===== config.mk =====
export PLATFORM = sky130hd
export DESIGN_NAME = rev_rate_meter_flat
export DESIGN_NICKNAME = d
export VERILOG_FILES = /design/src/rtl/rev_rate_meter_if.sv /design/src/rtl/rev_rate_meter.sv /design/src/flat_wrapper.sv
export SDC_FILE = /design/constraint.sdc
export NUM_CORES = 1
export LEC_CHECK = 0
export ABC_AREA = 1
export BUFFER_PORTS_ARGS = -buffer_cell sky130_fd_sc_hd__buf_4
export CORE_MARGIN = 5
export CORE_UTILIZATION = 55
export CTS_CLUSTER_DIAMETER = 120
export DETAILED_ROUTE_END_ITERATION = 12
export PLACE_DENSITY = 0.72
export SYNTH_ARGS = -nofsm -noshare
export SYNTH_HDL_FRONTEND = slang
export SYNTH_SLANG_ARGS = --single-unit

===== constraint.sdc =====
create_clock -name clk -period 6.7 [get_ports clk]
set_clock_uncertainty 0.2 [all_clocks]
set_input_delay 1.675 -clock clk [delete_from_list [all_inputs] [get_ports clk]]
set_output_delay 1.675 -clock clk [all_outputs]
set_load 0.02 [all_outputs]

===== src/rtl/rev_rate_meter_if.sv =====
`default_nettype none
// ============================================================================
// Module      : rev_rate_meter_if
// Description : Word stream carrying per-channel edge counts from
//               rev_rate_meter to a 16-bit style stb/ack consumer.
// Revision    : 1.0 - initial release
// ============================================================================
interface rev_rate_meter_if #(
    parameter int COUNT_BITS = 16,
    parameter int CHAN_BITS  = 2
);
    logic [COUNT_BITS-1:0] out1;
    logic [CHAN_BITS-1:0]  out1_chan;
    logic                  out1_stb;
    logic                  out1_ack;

    // Producer side: presents words, consumer acknowledges them
    modport master (
        output out1,
        output out1_chan,
        output out1_stb,
        input  out1_ack
    );

    // Consumer side
    modport slave (
        input  out1,
        input  out1_chan,
        input  out1_stb,
        output out1_ack
    );
endinterface
`default_nettype wire


===== src/rtl/rev_rate_meter.sv =====
`default_nettype none
// ============================================================================
// Module      : rev_rate_meter
// Description : Multi-channel revolution rate meter. Synchronises and
//               debounces CHANNELS sensor pins, counts filtered rising edges
//               per gate period, snapshots the counts at gate end and streams
//               them out one stb/ack word per channel, channel 0 first.
// Revision    : 1.0 - initial release
// ============================================================================
module rev_rate_meter #(
    parameter int CHANNELS        = 4,
    parameter int COUNT_BITS      = 16,
    parameter int GATE_CYCLES     = 50000000,
    parameter int DEBOUNCE_CYCLES = 16
) (
    input  wire logic                clk,
    input  wire logic                rst,
    input  wire logic [CHANNELS-1:0] sensor,
    rev_rate_meter_if.master         out1_bus,
    output logic                     overrun
);

    // ------------------------------------------------------------------------
    // Derived constants
    // ------------------------------------------------------------------------
    localparam int c_CHAN_BITS = (CHANNELS > 1) ? $clog2(CHANNELS) : 1;
    localparam int c_GATE_BITS = (GATE_CYCLES > 1) ? $clog2(GATE_CYCLES) : 1;
    localparam int c_DB_BITS   = $clog2(DEBOUNCE_CYCLES + 1);

    localparam logic [c_GATE_BITS-1:0] c_GATE_LAST = c_GATE_BITS'(GATE_CYCLES - 1);
    localparam logic [c_DB_BITS-1:0]   c_DB_LAST   = c_DB_BITS'(DEBOUNCE_CYCLES - 1);
    localparam logic [c_CHAN_BITS-1:0] c_IDX_LAST  = c_CHAN_BITS'(CHANNELS - 1);

    typedef enum logic [0:0] {
        S_IDLE = 1'b0,
        S_SEND = 1'b1
    } state_t;

    // ------------------------------------------------------------------------
    // Signals
    // ------------------------------------------------------------------------
    logic [c_GATE_BITS-1:0]         r_gate;
    logic                           w_term;
    logic [CHANNELS*COUNT_BITS-1:0] w_cnt_flat;
    logic [COUNT_BITS-1:0]          r_snap [CHANNELS];

    state_t                         r_state;
    logic [c_CHAN_BITS-1:0]         r_idx;
    logic [c_CHAN_BITS-1:0]         w_idx_next;
    logic [COUNT_BITS-1:0]          w_next_word;
    logic [COUNT_BITS-1:0]          r_out1;
    logic [c_CHAN_BITS-1:0]         r_out1_chan;
    logic                           r_out1_stb;
    logic                           r_overrun;

    // Terminal cycle of the gate: counters clear, snapshot may be taken
    assign w_term = (r_gate == c_GATE_LAST);

    // Free-running gate counter 0..GATE_CYCLES-1
    always_ff @(posedge clk) begin
        if (rst) begin
            r_gate <= '0;
        end else if (w_term) begin
            r_gate <= '0;
        end else begin
            r_gate <= r_gate + 1'b1;
        end
    end

    // ------------------------------------------------------------------------
    // Per-channel input path: synchroniser, debounce filter, edge counter
    // ------------------------------------------------------------------------
    for (genvar g = 0; g < CHANNELS; g++) begin : g_chan
        logic                  r_sync1;
        logic                  r_sync2;
        logic                  r_filt;
        logic [c_DB_BITS-1:0]  r_db;
        logic [COUNT_BITS-1:0] r_cnt;
        logic                  w_commit;
        logic                  w_rise;

        // The filter commits on the last of DEBOUNCE_CYCLES differing cycles;
        // a commit towards 1 is the edge, counted in that same cycle.
        assign w_commit = (r_sync2 != r_filt) && (r_db == c_DB_LAST);
        assign w_rise   = w_commit && r_sync2;

        // Two-flop synchroniser for the asynchronous pin
        always_ff @(posedge clk) begin
            if (rst) begin
                r_sync1 <= 1'b0;
                r_sync2 <= 1'b0;
            end else begin
                r_sync1 <= sensor[g];
                r_sync2 <= r_sync1;
            end
        end

        // Debounce: filtered level follows only after a stable run of differences
        always_ff @(posedge clk) begin
            if (rst) begin
                r_filt <= 1'b0;
                r_db   <= '0;
            end else if (r_sync2 == r_filt) begin
                r_db <= '0;
            end else if (r_db == c_DB_LAST) begin
                r_filt <= r_sync2;
                r_db   <= '0;
            end else begin
                r_db <= r_db + 1'b1;
            end
        end

        // Saturating edge counter; an edge in the terminal cycle opens the new gate
        always_ff @(posedge clk) begin
            if (rst) begin
                r_cnt <= '0;
            end else if (w_term) begin
                r_cnt <= COUNT_BITS'(w_rise);
            end else if (w_rise && !(&r_cnt)) begin
                r_cnt <= r_cnt + 1'b1;
            end
        end

        assign w_cnt_flat[g*COUNT_BITS +: COUNT_BITS] = r_cnt;
    end

    // Snapshot bank: copied at gate end only when no frame is in flight
    always_ff @(posedge clk) begin
        if (rst) begin
            for (int i = 0; i < CHANNELS; i++) begin
                r_snap[i] <= '0;
            end
        end else if (w_term && (r_state == S_IDLE)) begin
            for (int i = 0; i < CHANNELS; i++) begin
                r_snap[i] <= w_cnt_flat[i*COUNT_BITS +: COUNT_BITS];
            end
        end
    end

    // ------------------------------------------------------------------------
    // Output stream
    // ------------------------------------------------------------------------
    assign w_idx_next = r_idx + 1'b1;

    // Select the snapshot word for the channel that follows the current one
    always_comb begin
        w_next_word = '0;
        for (int i = 0; i < CHANNELS; i++) begin
            if (c_CHAN_BITS'(i) == w_idx_next) begin
                w_next_word = r_snap[i];
            end
        end
    end

    // Frame sender FSM with registered stb/data/channel and sticky overrun
    always_ff @(posedge clk) begin
        if (rst) begin
            r_state     <= S_IDLE;
            r_idx       <= '0;
            r_out1      <= '0;
            r_out1_chan <= '0;
            r_out1_stb  <= 1'b0;
            r_overrun   <= 1'b0;
        end else begin
            if (w_term && (r_state == S_SEND)) begin
                r_overrun <= 1'b1;
            end
            case (r_state)
                S_IDLE: begin
                    if (w_term) begin
                        // Channel 0 is taken straight from the counters, which
                        // are being copied into the bank on this same edge.
                        r_state     <= S_SEND;
                        r_idx       <= '0;
                        r_out1      <= w_cnt_flat[COUNT_BITS-1:0];
                        r_out1_chan <= '0;
                        r_out1_stb  <= 1'b1;
                    end
                end
                S_SEND: begin
                    if (r_out1_stb && out1_bus.out1_ack) begin
                        if (r_idx == c_IDX_LAST) begin
                            r_state    <= S_IDLE;
                            r_out1_stb <= 1'b0;
                        end else begin
                            r_idx       <= w_idx_next;
                            r_out1_chan <= w_idx_next;
                            r_out1      <= w_next_word;
                        end
                    end
                end
                default: begin
                    r_state    <= S_IDLE;
                    r_out1_stb <= 1'b0;
                end
            endcase
        end
    end

    assign out1_bus.out1      = r_out1;
    assign out1_bus.out1_chan = r_out1_chan;
    assign out1_bus.out1_stb  = r_out1_stb;
    assign overrun            = r_overrun;

endmodule
`default_nettype wire


===== src/flat_wrapper.sv =====
// flat-port wrapper written by rule: the top's interface ports become plain ports
module rev_rate_meter_flat 
#(
    parameter int CHANNELS        = 4,
    parameter int COUNT_BITS      = 16,
    parameter int GATE_CYCLES     = 50000000,
    parameter int DEBOUNCE_CYCLES = 16
)
  (clk, rst, sensor, overrun, out1_bus_out1, out1_bus_out1_chan, out1_bus_out1_stb, out1_bus_out1_ack);
  rev_rate_meter_if #(.COUNT_BITS(COUNT_BITS), .CHAN_BITS(2)) out1_bus_i ();
  input  wire logic clk;
  input  wire logic rst;
  input  wire logic [CHANNELS-1:0] sensor;
  output logic overrun;
  output wire logic [$bits(out1_bus_i.out1)-1:0] out1_bus_out1;
  output wire logic [$bits(out1_bus_i.out1_chan)-1:0] out1_bus_out1_chan;
  output wire logic [$bits(out1_bus_i.out1_stb)-1:0] out1_bus_out1_stb;
  input wire logic [$bits(out1_bus_i.out1_ack)-1:0] out1_bus_out1_ack;
  assign out1_bus_out1 = out1_bus_i.out1;
  assign out1_bus_out1_chan = out1_bus_i.out1_chan;
  assign out1_bus_out1_stb = out1_bus_i.out1_stb;
  assign out1_bus_i.out1_ack = out1_bus_out1_ack;
  rev_rate_meter #(.CHANNELS(CHANNELS), .COUNT_BITS(COUNT_BITS), .GATE_CYCLES(GATE_CYCLES), .DEBOUNCE_CYCLES(DEBOUNCE_CYCLES)) u_core (.clk(clk), .rst(rst), .sensor(sensor), .out1_bus(out1_bus_i), .overrun(overrun));
endmodule

# Word-level counts from Yosys, hierarchy flattened
# Memories as Yosys holds them, arrays and structs flattened.
# Index checks and enable logic that the tools add are counted.
# word_totals
register_bits	143
ramBits	64
in_bits	7
output_inout_bits	20
memories	1
# mem_list
name	words	width	read_ports	rd_clocked_by_memory_dff	wr	line_no	source
u_core.r_snap	4	16	4	0	4	rev_rate_meter.sv:45	logic [COUNT_BITS-1:0] r_snap [CHANNELS];
# op_classes
addsub	10
n_eq_ne	21
n_mux	37
bitwise_logic	9
reduce_logical	39
# op_table
operator	count
16-bit two-way mux	11
16-bit by 1-bit adder with 16-bit output (second input constant)	4
16-bit AND reduction	4
16-bit case mux with 2 select lines	1
26-bit by 1-bit adder with 26-bit output (second input constant)	1
26-bit == test (second input constant)	1
5-bit by 1-bit adder with 5-bit output (second input constant)	4
5-bit by 4-bit == test with 1-bit output (second input constant)	4
1-bit two-way mux	19
1-bit logical AND	15
3-bit OR reduction	4
2-bit AND reduction	4
2-bit nonzero test	4
2-bit two-way mux	3
2-bit != test (second input constant)	3
3-bit AND reduction	2
1-bit inverter	5
1-bit == test	4
2-bit == test (first input constant)	2
1-bit logical NOT	4
1-bit != test	4
1-bit OR	4
1-bit case mux with 2 select lines	2
2-bit case mux with 2 select lines	1
6 further kinds	6

# Longest topological paths before layout
# logic_depth
ltp_word	9
mapped_depth	13
ltp_nobuf	12

# Worst setup path before layout
# No wires, ideal clock.
# synth_path
path_kind	input -> register
startpoint	input port rst
endpoint	memory u_core.r_snap[0][0], enable pin
setup_ns	0.688
arrival_ns	3.488
t_required_ns	5.812
setup_slack_ns	2.324
cell_stages	4
path_cell_list	inv_1 clkbuf_1 clkbuf_1 nand2_1
# synth_lines
item	line_no	source
from (decl)	flat_wrapper.sv:12	input wire logic rst;
to (decl)	rev_rate_meter.sv:45	

==> flow_summary.ini <==
[run_status]
status = completed

[yosys]
synth_cell_types = 34
ys_warn_count = 0
seq_area_frac_synth_pct = 46.4
synth_fp_nets = 1457
avgSynthCellArea_um2 = 7.20
synth-main-ff-cell = dfxtp_1
ys_async_sr_fraction_pct = 0
ys_seq_elements = 207
synth_enable_flop_cells = 64
synth_area_um2 = 10300
syn_inst = 1433

[sta]
rsz0062_at_grt = no
min_period_ps = 3650
drv_slew = 0
slew_headroom_pct = 24.8
tightest_slew_ps = 1120
fin_crit_sh_pct = 54.4
setup_tns_ps = 0
max_freq_mhz = 274
hold_viol_final = 0
setup_violations = 0
fin_hold_ws_ps = 195

[power]
combPwrFrac_pct = 2.0
p_int_uw = 1990
pwr-share-seq_pct = 52.6
peakVddDrop_mv = 0.217
clock_power_share_pct = 45.4
swShare_pct = 21.0
power_density_nw_per_um2 = 224
leakagePower_uw = 0.00424
net-switching-power_uw = 529

[cts]
worstSkewPairLatency_ps = 500
cts_tree = built
numCtsBuffers = 22
cts_root_buf = clkbuf_16
cts_max_level = 1
cts_sinks = 207
clk_pin_slew_ps = 60
hold_buffers = 0
cts_resized = 0
max-clock-path-buffers = 3
postCtsSetupRepairBufs = 0

[route]
num_vias = 8666
drcViolationCount = 0
dr.pass1.iters = 5
drt_iter0_drc = 661
wl_per_cell_um = 13.7
routed_wl_um = 23200
detail-route-antenna-nets = 0
vias_per_cell = 5.13

[final_layout]
final_area_um2 = 11200
layout_common_cells = nand2_1, nor2_1, inv_1
final_nets = 1463
fin_util_pct = 60.4
diodes = 0
area_growth_pct = 8.83
drive_gt1_share_pct = 5.29
n_fill_cell = 1724
final_common_cell = nand2_1

[global_route]
antenna_found_initial = 0
grt_max_degree = 75
grt_usage_pct = 21.7
grt_pass1_vias = 8123
grt_remaining_overflow = 0
grt_first_pass_wirelength_um = 39300

[setup_path]
crit_family = simple AND/OR/NAND/NOR gates
crit_chain = ha_1 > nand2_1 > nor2_2 > nand3_2 > nand2_2 > buf_4
criticalPathCategory = reg -> reg
crit_fanout = 45
crit_buf_inv = 1
worst_ep_required_time_ps = 6690
start_kind = flop
slowest_delay_ps = 1040
worstPathArrival_ps = 3630
endpoint_kind = flop
crit_slowest_cell = nand2_2

[placed_design]
gp_congestion = 0.873
numPortBuffers = 26
detailed_place.area_um2 = 10500
hpwl_um = 16400

[die]
rows = 50
dieArea_um2 = 21600
start_util_pct = 55.5
core_area_um2 = 18600
fp.dieH_um = 147
die_w_um = 147
io_pins = 27

[hold_path]
hold_class = reg -> reg

[flow_run]
drv_cap = 0
==> cells by family (layout without fill, tap and decap cells) <==
logic type | count (synthesis) | in the layout | share of synthesized area [%]
buffers and inverters | 216 | 238 | 8.91
AND/OR/NAND/NOR | 815 | 815 | 32.0
XOR/XNOR | 50 | 50 | 4.25
adder cells (fa/ha/maj) | 17 | 17 | 2.06
flip-flops | 207 | 207 | 46.4
AO/OA/AOI/OAI | 128 | 128 | 6.36
==> synthesized netlist by cell type (3+ instances only) <==
cell | number | area share, %
nor2_1 | 260 | 9.5
nand3_1 | 73 | 3.5
nand2_1 | 420 | 15
nor3_1 | 35 | 1.7
o21a_1 | 3 | 0.22
buf_6 | 8 | 0.87
inv_1 | 164 | 6.0
dfxtp_1 | 143 | 28
o21ai_0 | 19 | 0.92
nor3b_1 | 6 | 0.44
buf_4 | 5 | 0.36
a21oi_1 | 102 | 5.0
buf_2 | 14 | 0.68
edfxtp_1 | 64 | 19
clkbuf_1 | 17 | 0.62
ha_1 | 17 | 2.1
inv_2 | 4 | 0.15
xor2_1 | 48 | 4.1
nand4_1 | 10 | 0.61
==> layer usage <==
metal  vias to the layer above  track usage [%]  share of wire [%]
li1                       4503                -                  -
met1                      3948             30.5                 47
met2                       179             35.7                 47
met3                        36             3.12                4.5
met4                         0             4.89                2.1
met5                         -                0                  0
==> sequential cells by signal, indices dropped and copies added, names as in the netlist <==
signal                    cells
u_core.g_chan.r_cnt          64
u_core.r_snap                64
u_core.r_gate                26
u_core.g_chan.r_db           20
u_core.out1_bus.out1         16
u_core.g_chan.r_filt          4
u_core.g_chan.r_sync1         4
u_core.g_chan.r_sync2         4
u_core.r_idx                  2
u_core.out1_bus.out1_stb      1
u_core.overrun                1
u_core.r_state                1
==> layout make-up <==
cell class              instances  area (um^2)  area share, %
clock buffers                  30          632           5.63
clock inverters                10         50.0          0.446
inverters                     169          634           5.65
multi-input cells            1010         4610           41.1
flip-flops and latches        207         4780           42.6
well taps                     234          293           2.61
repair buffers                 29          218           1.94
==> power by group through the flow <==
stage	clock, uW	combinational [uW]	sequential (uW)
finish	1140	49.4	1320
global route	1230	55.6	1330
CTS	1170	50.0	1320
detailed placement	0	49.8	1350
global placement	0	49.2	1350
floorplan	0	38.4	1350
==> path summary, 6_finish.rpt <==
| kind | from | endpoint | slack [ps] | cells after the start |
|---|---|---|---|---|
| max | u_core.r_gate[0]$_SDFF_PP0_ | u_core.r_snap[1][15]$_SDFFCE_PN0P_ | 3050 | 6 |
| min | u_core.g_chan[3].r_sync1$_SDFF_PP0_ | u_core.g_chan[3].r_sync2$_SDFF_PP0_ | 190 | 2 |
| max reg2reg | u_core.r_gate[0]$_SDFF_PP0_ | u_core.r_snap[1][15]$_SDFFCE_PN0P_ | 3050 | 6 |
| min reg2reg | u_core.g_chan[3].r_sync1$_SDFF_PP0_ | u_core.g_chan[3].r_sync2$_SDFF_PP0_ | 190 | 2 |
==> worst register-to-register path: stages, from the launching register on <==
cell and delay (ps):
dfxtp_1 440, ha_1 280, nand2_1 150, nor2_2 220
nand3_2 570, nand2_2 1040, buf_4 420
==> through the flow <==
step                worst slack [ps]  power, uW  instances
global placement                2890       1400       1649
floorplan                       2320       1390       1433
CTS                             3010       2540       1689
global route                    2750       2610       1689
finish                          3050       2520       1689
detailed placement              2870       1400       1649
(Power assumes the default switching activity.)
